## config.mk

```make
export PLATFORM = sky130hd
export DESIGN_NAME = dist_accumulator
export DESIGN_NICKNAME = d
export VERILOG_FILES = /design/src/rtl/dist_accumulator.sv
export SDC_FILE = /design/constraint.sdc
export NUM_CORES = 1
export LEC_CHECK = 0
export ABC_AREA = 1
export ABC_CLOCK_PERIOD_IN_PS = 6700
export CAP_MARGIN = 20
export CELL_PAD_IN_SITES_DETAIL_PLACEMENT = 1
export CELL_PAD_IN_SITES_GLOBAL_PLACEMENT = 2
export CORE_ASPECT_RATIO = 0.5
export CORE_UTILIZATION = 33
export DETAILED_ROUTE_END_ITERATION = 7
export PLACE_DENSITY = 0.81
export RECOVER_POWER = 100
export SYNTH_ARGS = -nofsm -noshare
export SYNTH_HDL_FRONTEND = slang
export SYNTH_SLANG_ARGS = --single-unit
export TNS_END_PERCENT = 10
```

## constraint.sdc

```tcl
create_clock -name clk -period 6.7 [get_ports clk]
set_input_delay 0.67 -clock clk [delete_from_list [all_inputs] [get_ports clk]]
set_output_delay 0.67 -clock clk [all_outputs]
set_load 0.005 [all_outputs]
```

## src/rtl/dist_accumulator.sv

```systemverilog
// dist_accumulator: batched sum-of-squares accumulator answering the distance
// control unit's EN_Acc/RST_Acc/PRE_Acc -> RDY_Acc handshake.
module dist_accumulator #(
    parameter int BATCH = 4,
    parameter int SUM_W = 24
) (
    input  logic                    clk,
    input  logic                    RST,
    input  logic                    EN_Acc,
    input  logic                    RST_Acc,
    input  logic                    PRE_Acc,
    input  logic                    VALID_Pipe,
    input  logic signed [8:0]       DIFF_Pipe,
    output logic                    RDY_Acc,
    output logic [SUM_W-1:0]        SUM_Acc,
    output logic                    OVF_Acc
);
    typedef enum logic [1:0] {IDLE, ACCUM, DONE} state_t;
    state_t       state;
    logic [7:0]   acc_cnt, add_cnt, mag;
    logic         sq_valid, accept;
    logic [15:0]  sq, mag_sq;
    logic [SUM_W:0] sum_ext;
    always_comb begin
        mag     = DIFF_Pipe[8] ? 8'(-DIFF_Pipe) : DIFF_Pipe[7:0];
        mag_sq  = 16'(mag) * 16'(mag);
        // the extra top bit of sum_ext is the saturation detector
        sum_ext = {1'b0, SUM_Acc} + {{(SUM_W+1-16){1'b0}}, sq};
        accept  = state == ACCUM && VALID_Pipe && acc_cnt < 8'(BATCH);
    end
    always_ff @(posedge clk) begin
        if (RST) begin
            state    <= IDLE;
            acc_cnt  <= '0;
            add_cnt  <= '0;
            sq_valid <= 1'b0;
            sq       <= '0;
            SUM_Acc  <= '0;
            OVF_Acc  <= 1'b0;
            RDY_Acc  <= 1'b0;
        end else if (EN_Acc) begin
            if (RST_Acc) begin
                state    <= ACCUM;
                acc_cnt  <= '0;
                add_cnt  <= '0;
                sq_valid <= 1'b0;
                RDY_Acc  <= 1'b0;
                if (!PRE_Acc) begin
                    SUM_Acc <= '0;
                    OVF_Acc <= 1'b0;
                end
            end else begin
                sq_valid <= accept;
                if (accept) begin
                    sq      <= mag_sq;
                    acc_cnt <= acc_cnt + 8'd1;
                end
                if (sq_valid) begin
                    SUM_Acc <= sum_ext[SUM_W] ? '1 : sum_ext[SUM_W-1:0];
                    OVF_Acc <= OVF_Acc | sum_ext[SUM_W];
                    add_cnt <= add_cnt + 8'd1;
                    if (add_cnt == 8'(BATCH-1)) begin
                        state   <= DONE;
                        RDY_Acc <= 1'b1;
                    end
                end
            end
        end
    end
endmodule

```

==> results by group, run 1 <==
Cells and area
  – Fin area: 6395 sq um
  – Area growth, synth to finish: 16.82%
  – Nets@finish: 960
  – Number of diodes: 0
  – Post-layout util: 0.4044
  – Share of cells above drive strength 1: 0.06030
  – Fill cells: 2060

Routing
  – DR vias/cell: 4.746
  – Drt pass-1 iters: 4
  – Iteration-0 DRC Markers: 202
  – Final WL: between 15000 and 20000 microns
  – Vias: 5221
  – Wire per inst: 14.31 microns
  – Antenna-violating nets left: 0
  – DRC viols: 0

Clock tree
  – TritonCTS Buffers: 9
  – Worst-path clk slew: roughly 0.06 ns
  – CTS Root Cell: clkbuf_16
  – TritonCTS clock tree: done
  – Worst-Skew Late Latency: 0.33 ns
  – Post-CTS setup buffers: 0
  – Clk buf depth: 2
  – H-Tree Depth: 3
  – Hold Buf Count CTS: 0
  – # resized after CTS: 0
  – Sink Count: 59

Yosys
  – Ys flop type: dfxtp_1
  – Sequential-to-total area share from yosys stat: 0.2158
  – Most common cell in the netlist: nand2_1
  – Synth warn: 0
  – Largest cells by area after synthesis: dfxtp_1, nand2_1, ha_1
  – Cells after Synth: about 840
  – Post-synth cell types: 38
  – Number of flops mapped to enable cells by yosys: 0
  – Fraction of registers with async set/reset: 0
  – Synth top cells by count: nand2_1, inv_1, nor2_1
  – Synth Area per Inst: 6.556 sq um
  – Top-area cell type share of the netlist area: 0.2158
  – Yosys top cell by area: dfxtp_1
  – Register bit total from synthesis: about 60
  – Syn Std Cell Area: 5474 sq um

Place
  – DP Wirelength: 12600 microns
  – GP Congestion: 0.8400
  – Post-DP Area: roughly 6100 sq um
  – # port buffers: 40

Worst setup path
  – Startpoint types: input port
  – CP Capture Type: register
  – Crit path kind: in2reg
  – Top cell family by delay on the critical path: adder cells
  – Crit path arrival time: 6.06 ns
  – WP buf/inv: 6
  – CP max stage delay: 0.54 ns
  – CP cell instances: dlygate4sd3_1 -> inv_1 -> ha_1 -> nand3_1 -> nand2_1 -> nand2_1 -> xor2_2 -> inv_1 -> nor2_2 -> fa_1 -> fa_1 -> inv_1 -> fa_1 -> fa_1 -> inv_1 -> ha_1 -> a21oi_1 -> o21ai_0 -> a21oi_1 -> xor2_1 -> nand2_1 -> o211ai_1 -> inv_1
  – Max FO, Critical Path: 12
  – Most frequent CP cell: inv_1
  – Slowest CP cell: fa_1
  – Critical Path RT: 6.92 ns

Global routing
  – First-pass GRT wire length: around 27000 microns
  – Largest net degree at the start of global routing: 36
  – Met1 usage: 0.2652
  – GR Overflow Total: 0
  – Vias in the first global route: 5463
  – Total GRT Usage: 0.1982
  – Antenna violations before repair: 0
  – Met2 Use GR: 0.3378
  – Most used routing layer: met2
  – Met3 GRT Util: 0.02921

Timing
  – Period utilization: 0.8714
  – Min Tclk post-route: around 5.8 ns
  – Unrepaired setup endpoints after global routing: false
  – Final Skew: 0.005155 ns
  – Setup_tns: 0 ns
  – Worst-margin pin slew: 1.859 ns
  – Fmax: 0.1713 GHz
  – Max-slew violation count: 36
  – Fin. Hold Viols: 0
  – Min Hold Slack: approximately 0.44 ns
  – Slew headroom: -0.2395
  – Setup-failing EPs final: 0

Power and ir drop
  – P_leak: 3.290 nW
  – Power Density: between 200 and 250 nW/um^2
  – Max VDD drop: 0.0001206 V

Floorplan
  – Starting Density: 0.3461
  – Top Ports: 41
  – Overall die height: between 90 and 100 microns
  – Num rows: 32
  – Core area: 15820 sq um
  – Die span in x: 184.1 microns
  – Die area: between 15000 and 20000 sq um

Outcome
  – Status: complete, but fails checks
  – Failing checks: max-capacitance violations, max-slew violations

Worst hold path
  – Hold WC Path Type: reg2reg

Job
  – Max Cap Viol: 1
==> tightest hold or removal path, delay by kind of cell, from the launching register on <==
kind,cells,cell delay (ns)
simple gates,2,0.09
flops,1,0.31
==> cells by family after synthesis <==
kind of cell / count (synthesis) / share of synthesized area
compound gates: 119 / 0.1161
xor+xnor: 24 / 0.03977
simple gates: 402 / 0.3205
buf+inv: 159 / 0.1134
fa+ha+maj: 71 / 0.1938
flops: 59 / 0.2158
other cells: 1 / 0.0006851
==> power by group <==
part	internal, W	switching (W)
sequential	0.000354	0.00000239
clock	0.000309	0.000172
combinational	0.000230	0.000389
total	0.000893	0.000563
==> worst paths after layout <==
path | endpoint | slack (ns) | depth (start not counted) | from
worst max register to register | SUM_Acc[18]$_SDFFE_PP0P_ | 4.42 | 9 | sq[15]$_SDFFE_PP0P_
worst max-delay path | sq[11]$_SDFFE_PP0P_ | 0.86 | 23 | DIFF_Pipe[0]
worst min register to register | acc_cnt[5]$_SDFFE_PP0P_ | 0.44 | 2 | acc_cnt[5]$_SDFFE_PP0P_
worst min-delay path | acc_cnt[5]$_SDFFE_PP0P_ | 0.44 | 2 | acc_cnt[5]$_SDFFE_PP0P_
==> per-layer routing <==
layer | vias up | routed length [microns]
met5 | - | 0
met4 | 0 | 121
met3 | 10 | 236
met2 | 40 | 7078
met1 | 2459 | 8307
li1 | 2712 | -
==> cells in the final DEF (no fill, tap or decap), drive strengths merged <==
cell / count
conb: 2
xor2: 19
clkbuf: 14
nand3: 59
dfxtp: 59
and3: 2
clkinvlp: 1
nor2: 79
o211ai: 4
or2: 2
xnor2: 5
a2bb2oi: 1
fa: 23
nor3: 12
bufinv: 1
inv: 144
a21oi: 71
o21a: 2
nand2: 234
buf: 1
clkinv: 1
ha: 48
nand3b: 1
nand4: 10
and2: 2
nor4: 1
clkdlybuf4s50: 10
o21ai: 41
dlygate4sd3: 30
==> state kept, by name, indices dropped and copies added (netlist names) <==
name      flops
OVF_Acc       1
SUM_Acc      24
state         1
sq           15
RDY_Acc       1
acc_cnt       8
add_cnt       8
sq_valid      1
==> metrics by stage <==
stage	cells	total power [W]	setup slack [ns]
finish	1100	0.001456	0.8619
global route	1100	0.001581	0.3781
CTS	1100	0.001479	1.008
detailed placement	1084	0.0009864	0.6745
global placement	1084	0.0009797	0.7928
floorplan	836	0.0008359	1.389
==> final cells by class <==
| cell class | count | area, sq um | area share |
|---|---|---|---|
| flip-flops and latches | 59 | 1181 | 0.1847 |
| inverters | 144 | 540.5 | 0.08452 |
| well taps | 221 | 276.5 | 0.04324 |
| repair buffers | 42 | 411.6 | 0.06437 |
| clock buffers | 13 | 260.3 | 0.04070 |
| multi-input cells | 618 | 3679 | 0.5752 |
| clock inverters | 3 | 46.29 | 0.007239 |
(Power assumes the default switching activity.)
==> run 2, diff against run 1 <==
--- a/config.mk
+++ b/config.mk
@@ -15,6 +15,8 @@
 export DETAILED_ROUTE_END_ITERATION = 7
 export PLACE_DENSITY = 0.81
 export RECOVER_POWER = 100
+export SETUP_SLACK_MARGIN = 0.5
+export SKIP_LAST_GASP = 1
 export SYNTH_ARGS = -nofsm -noshare
 export SYNTH_HDL_FRONTEND = slang
 export SYNTH_SLANG_ARGS = --single-unit
==> results of run 2 <==
No change in the layout: final DEF, timing and power equal those of run 1.
==> run 3, diff against run 2 <==
--- a/config.mk
+++ b/config.mk
@@ -13,7 +13,7 @@
 export CORE_ASPECT_RATIO = 0.5
 export CORE_UTILIZATION = 33
 export DETAILED_ROUTE_END_ITERATION = 7
-export PLACE_DENSITY = 0.81
+export PLACE_DENSITY_LB_ADDON = 0.25
 export RECOVER_POWER = 100
 export SETUP_SLACK_MARGIN = 0.5
 export SKIP_LAST_GASP = 1
==> run 3 against run 2 <==
The run still ends with max-capacitance violations, max-slew violations left; sequential power hardly changed; global-route usage is 0.25 points higher; setup slack worse by 0.18 ns; critical path depth stayed put; clock power is 15% higher; register-to-register slack hardly changed; maximum frequency is 3.0% lower; sequential share of layout area is 0.076 points lower; die area stayed put; critical endpoint unchanged.
==> results by group, run 3 (synthesis gave the netlist of run 1 again) <==
Outcome
  – Status: complete, but fails checks (unchanged)
  – Failing checks: max-capacitance violations, max-slew violations (unchanged)

Global routing
  – GR Overflow Total: 0 (unchanged)
  – First-pass GRT wire length: 27040 microns (was 26880 microns)
  – Largest net degree at the start of global routing: 36 (unchanged)
  – Met3 GRT Util: 0.03076 (was 0.02921)
  – Vias in the first global route: 5502 (was 5463)
  – Met1 usage: 0.2671 (was 0.2652)
  – Most used routing layer: met2 (unchanged)
  – Met2 Use GR: 0.3428 (was 0.3378)
  – Antenna violations before repair: 0 (unchanged)
  – Total GRT Usage: 0.2007 (was 0.1982)

Power and ir drop
  – Power Density: 238.4 nW/um^2 (was 227.7 nW/um^2)
  – Sw frac: 0.3788 (was 0.3867)
  – Clock power share: 0.361 (was 0.330)
  – Cell internal pwr: 0.0009510 W (was 0.0008931 W)
  – Sequential power share: 0.232 (was 0.245)
  – Max VDD drop: 0.0001052 V (was 0.0001206 V)
  – P_leak: 3.309 nW (was 3.290 nW)
  – Net Switching: 0.0005799 W (was 0.0005630 W)
  – Combinational share of power: 0.407 (was 0.425)

Cells and area
  – Post-layout util: 0.4060 (was 0.4044)
  – Multi-input combinational cell area: 3662 sq um (was 3679 sq um)
  – Layout Cells excl Fill: 1100 (unchanged)
  – Commonest non-fill, non-tap cell in the layout: nand2_1 (unchanged)
  – Largest Register: SUM_Acc (unchanged)
  – Most frequent cells in the layout: nand2_1, inv_1, nor2_1 (unchanged)
  – Share of cells above drive strength 1: 0.05916 (was 0.06030)
  – Number of diodes: 0 (unchanged)
  – Area growth, synth to finish: 17.30% (was 16.82%)
  – Biggest regs: SUM_Acc: 24 flops, sq: 15 flops (unchanged)
  – Max reg flops: 24 (unchanged)
  – Nets@finish: 960 (unchanged)
  – Fill cells: 2042 (was 2060)
  – Register area: 1181 sq um (unchanged)

Routing
  – Iteration-0 DRC Markers: 148 (was 202)
  – Drt pass-1 iters: 4 (unchanged)
  – Wire per inst: 14.43 microns (was 14.31 microns)
  – Vias: 5313 (was 5221)
  – Final WL: 15870 microns (was 15740 microns)
  – DR vias/cell: 4.830 (was 4.746)
  – Antenna-violating nets left: 0 (unchanged)
  – DRC viols: 0 (unchanged)

Clock tree
  – TritonCTS Buffers: 9 (unchanged)
  – Post-CTS setup buffers: 0 (unchanged)
  – H-Tree Depth: 3 (unchanged)
  – Worst-Skew Late Latency: 0.33 ns (about the same)
  – Worst-path clk slew: 0.06 ns (about the same)
  – CTS Root Cell: clkbuf_16 (unchanged)
  – # resized after CTS: 0 (unchanged)
  – Clk buf depth: 2 (unchanged)
  – TritonCTS clock tree: done (unchanged)
  – Hold Buf Count CTS: 0 (unchanged)
  – Sink Count: 59 (unchanged)

Worst setup path
  – Critical Path RT: 6.92 ns (about the same)
  – Worst r2r src: SUM_Acc[13]$_SDFFE_PP0P_ (was sq[15]$_SDFFE_PP0P_)
  – Worst R2R Setup Slack: 4.42 ns (about the same)
  – Worst r2r path cells: 11 (was 9)
  – Crit path arrival time: 6.24 ns (was 6.06 ns)
  – FF-to-FF End: SUM_Acc[21]$_SDFFE_PP0P_ (was SUM_Acc[18]$_SDFFE_PP0P_)
  – Critical Path Sink: sq[11]$_SDFFE_PP0P_ (unchanged)
  – Max FO, Critical Path: 12 (unchanged)
  – CP max stage delay: 0.54 ns (about the same)
  – Slowest CP cell: fa_1 (unchanged)
  – Worst Setup SP: DIFF_Pipe[0] (unchanged)
  – Most frequent CP cell: inv_1 (unchanged)
  – CP Capture Type: register (unchanged)
  – Startpoint types: input port (unchanged)
  – Crit path kind: in2reg (unchanged)
  – CP cell instances: dlygate4sd3_1 -> inv_1 -> ha_1 -> nand3_1 -> nand2_1 -> nand2_1 -> xor2_2 -> inv_1 -> nor2_1 -> fa_1 -> fa_1 -> inv_1 -> fa_1 -> fa_1 -> inv_1 -> ha_1 -> a21oi_1 -> o21ai_0 -> a21oi_1 -> xor2_1 -> nand2_1 -> o211ai_1 -> inv_1 (was dlygate4sd3_1 -> inv_1 -> ha_1 -> nand3_1 -> nand2_1 -> nand2_1 -> xor2_2 -> inv_1 -> nor2_2 -> fa_1 -> fa_1 -> inv_1 -> fa_1 -> fa_1 -> inv_1 -> ha_1 -> a21oi_1 -> o21ai_0 -> a21oi_1 -> xor2_1 -> nand2_1 -> o211ai_1 -> inv_1)

Floorplan
  – Top Ports: 41 (unchanged)
  – Core area: 15820 sq um (unchanged)
  – Num rows: 32 (unchanged)
  – Starting Density: 0.3461 (unchanged)
  – Die span in x: 184.1 microns (unchanged)
  – Overall die height: 93.07 microns (unchanged)
  – Die area: 17140 sq um (unchanged)

Timing
  – Setup-failing EPs final: 0 (unchanged)
  – Unrepaired setup endpoints after global routing: false (unchanged)
  – Setup_tns: 0 ns (unchanged)
  – Fmax: 0.1662 GHz (was 0.1713 GHz)
  – Min Tclk post-route: 6.018 ns (was 5.838 ns)
  – Final Skew: 0.006963 ns (was 0.005155 ns)
  – Fin. Hold Viols: 0 (unchanged)
  – Slew headroom: -0.2565 (was -0.2395)
  – Worst-margin pin slew: 1.885 ns (was 1.859 ns)
  – Period utilization: 0.8982 (was 0.8714)
  – Max-slew violation count: 36 (unchanged)

Place
  – DP Wirelength: 12640 microns (was 12600 microns)
  – GP Congestion: 0.8177 (was 0.8400)
  – DP Cell Count: 1084 (unchanged)
  – # port buffers: 40 (unchanged)

Worst hold path
  – Hold WC Path Type: reg2reg (unchanged)

Job
  – Max Cap Viol: 1 (unchanged)
==> run 3: cell count changes in the layout (fill, tap and decap cells not counted), sizes merged <==
cell    delta
inv        +2
bufinv     +2
clkbuf     -4
==> run 3: power by group through the flow <==
stage | Clock (W) | Sequential (W) | Combinational, W
floorplan | 0 | 0.000362 | 0.000474
global route | 0.000581 | 0.000356 | 0.000723
global placement | 0 | 0.000363 | 0.000612
detailed placement | 0 | 0.000364 | 0.000623
CTS | 0.000568 | 0.000356 | 0.000630
finish | 0.000552 | 0.000356 | 0.000623
==> run 3: critical path: cells and delay by family <==
family / cells / cell delay [ns]
AO/OA/AOI/OAI: 4 / 0.65
XOR/XNOR: 2 / 0.44
adder cells (fa/ha/maj): 6 / 2.70
buffers and inverters: 6 / 1.12
AND/OR/NAND/NOR: 5 / 0.67
==> run 3: worst min path at each step <==
| stage | from | end | slack (ns) | cells past startpoint |
|---|---|---|---|---|
| final | acc_cnt[5]$_SDFFE_PP0P_ | acc_cnt[5]$_SDFFE_PP0P_ | 0.44 | 2 |
| after global routing | acc_cnt[4]$_SDFFE_PP0P_ | acc_cnt[4]$_SDFFE_PP0P_ | 0.46 | 2 |
| after CTS | acc_cnt[5]$_SDFFE_PP0P_ | acc_cnt[5]$_SDFFE_PP0P_ | 0.44 | 2 |
| after detailed placement | acc_cnt[6]$_SDFFE_PP0P_ | acc_cnt[6]$_SDFFE_PP0P_ | 0.43 | 2 |
| after global placement | acc_cnt[5]$_SDFFE_PP0P_ | acc_cnt[5]$_SDFFE_PP0P_ | 0.43 | 2 |
| after floorplan | acc_cnt[3]$_SDFFE_PP0P_ | acc_cnt[3]$_SDFFE_PP0P_ | 0.42 | 2 |
==> run 3: area by class of cell <==
cell class | count | area share
multi-input cells | 618 | 0.5703
clock buffers | 9 | 0.03507
inverters | 144 | 0.08418
repair buffers | 42 | 0.06411
well taps | 221 | 0.04306
flip-flops and latches | 59 | 0.1839
clock inverters | 7 | 0.01929
==> run 3: through the flow <==
step	area [sq um]	worst slack, ns	power (W)	hold WS (ns)
global route	6421	0.2563	0.001660	0.4573
finish	6421	0.6821	0.001531	0.4368
CTS	6441	0.9449	0.001554	0.4406
floorplan	5478	1.389	0.0008359	0.4190
detailed placement	6092	0.6009	0.0009865	0.4302
global placement	6092	0.7666	0.0009758	0.4267
==> run 3: routing by layer <==
metal	wire (microns)	vias up
li1	-	2721
met1	8100	2525
met2	7241	55
met3	397	12
met4	132	0
met5	0	-
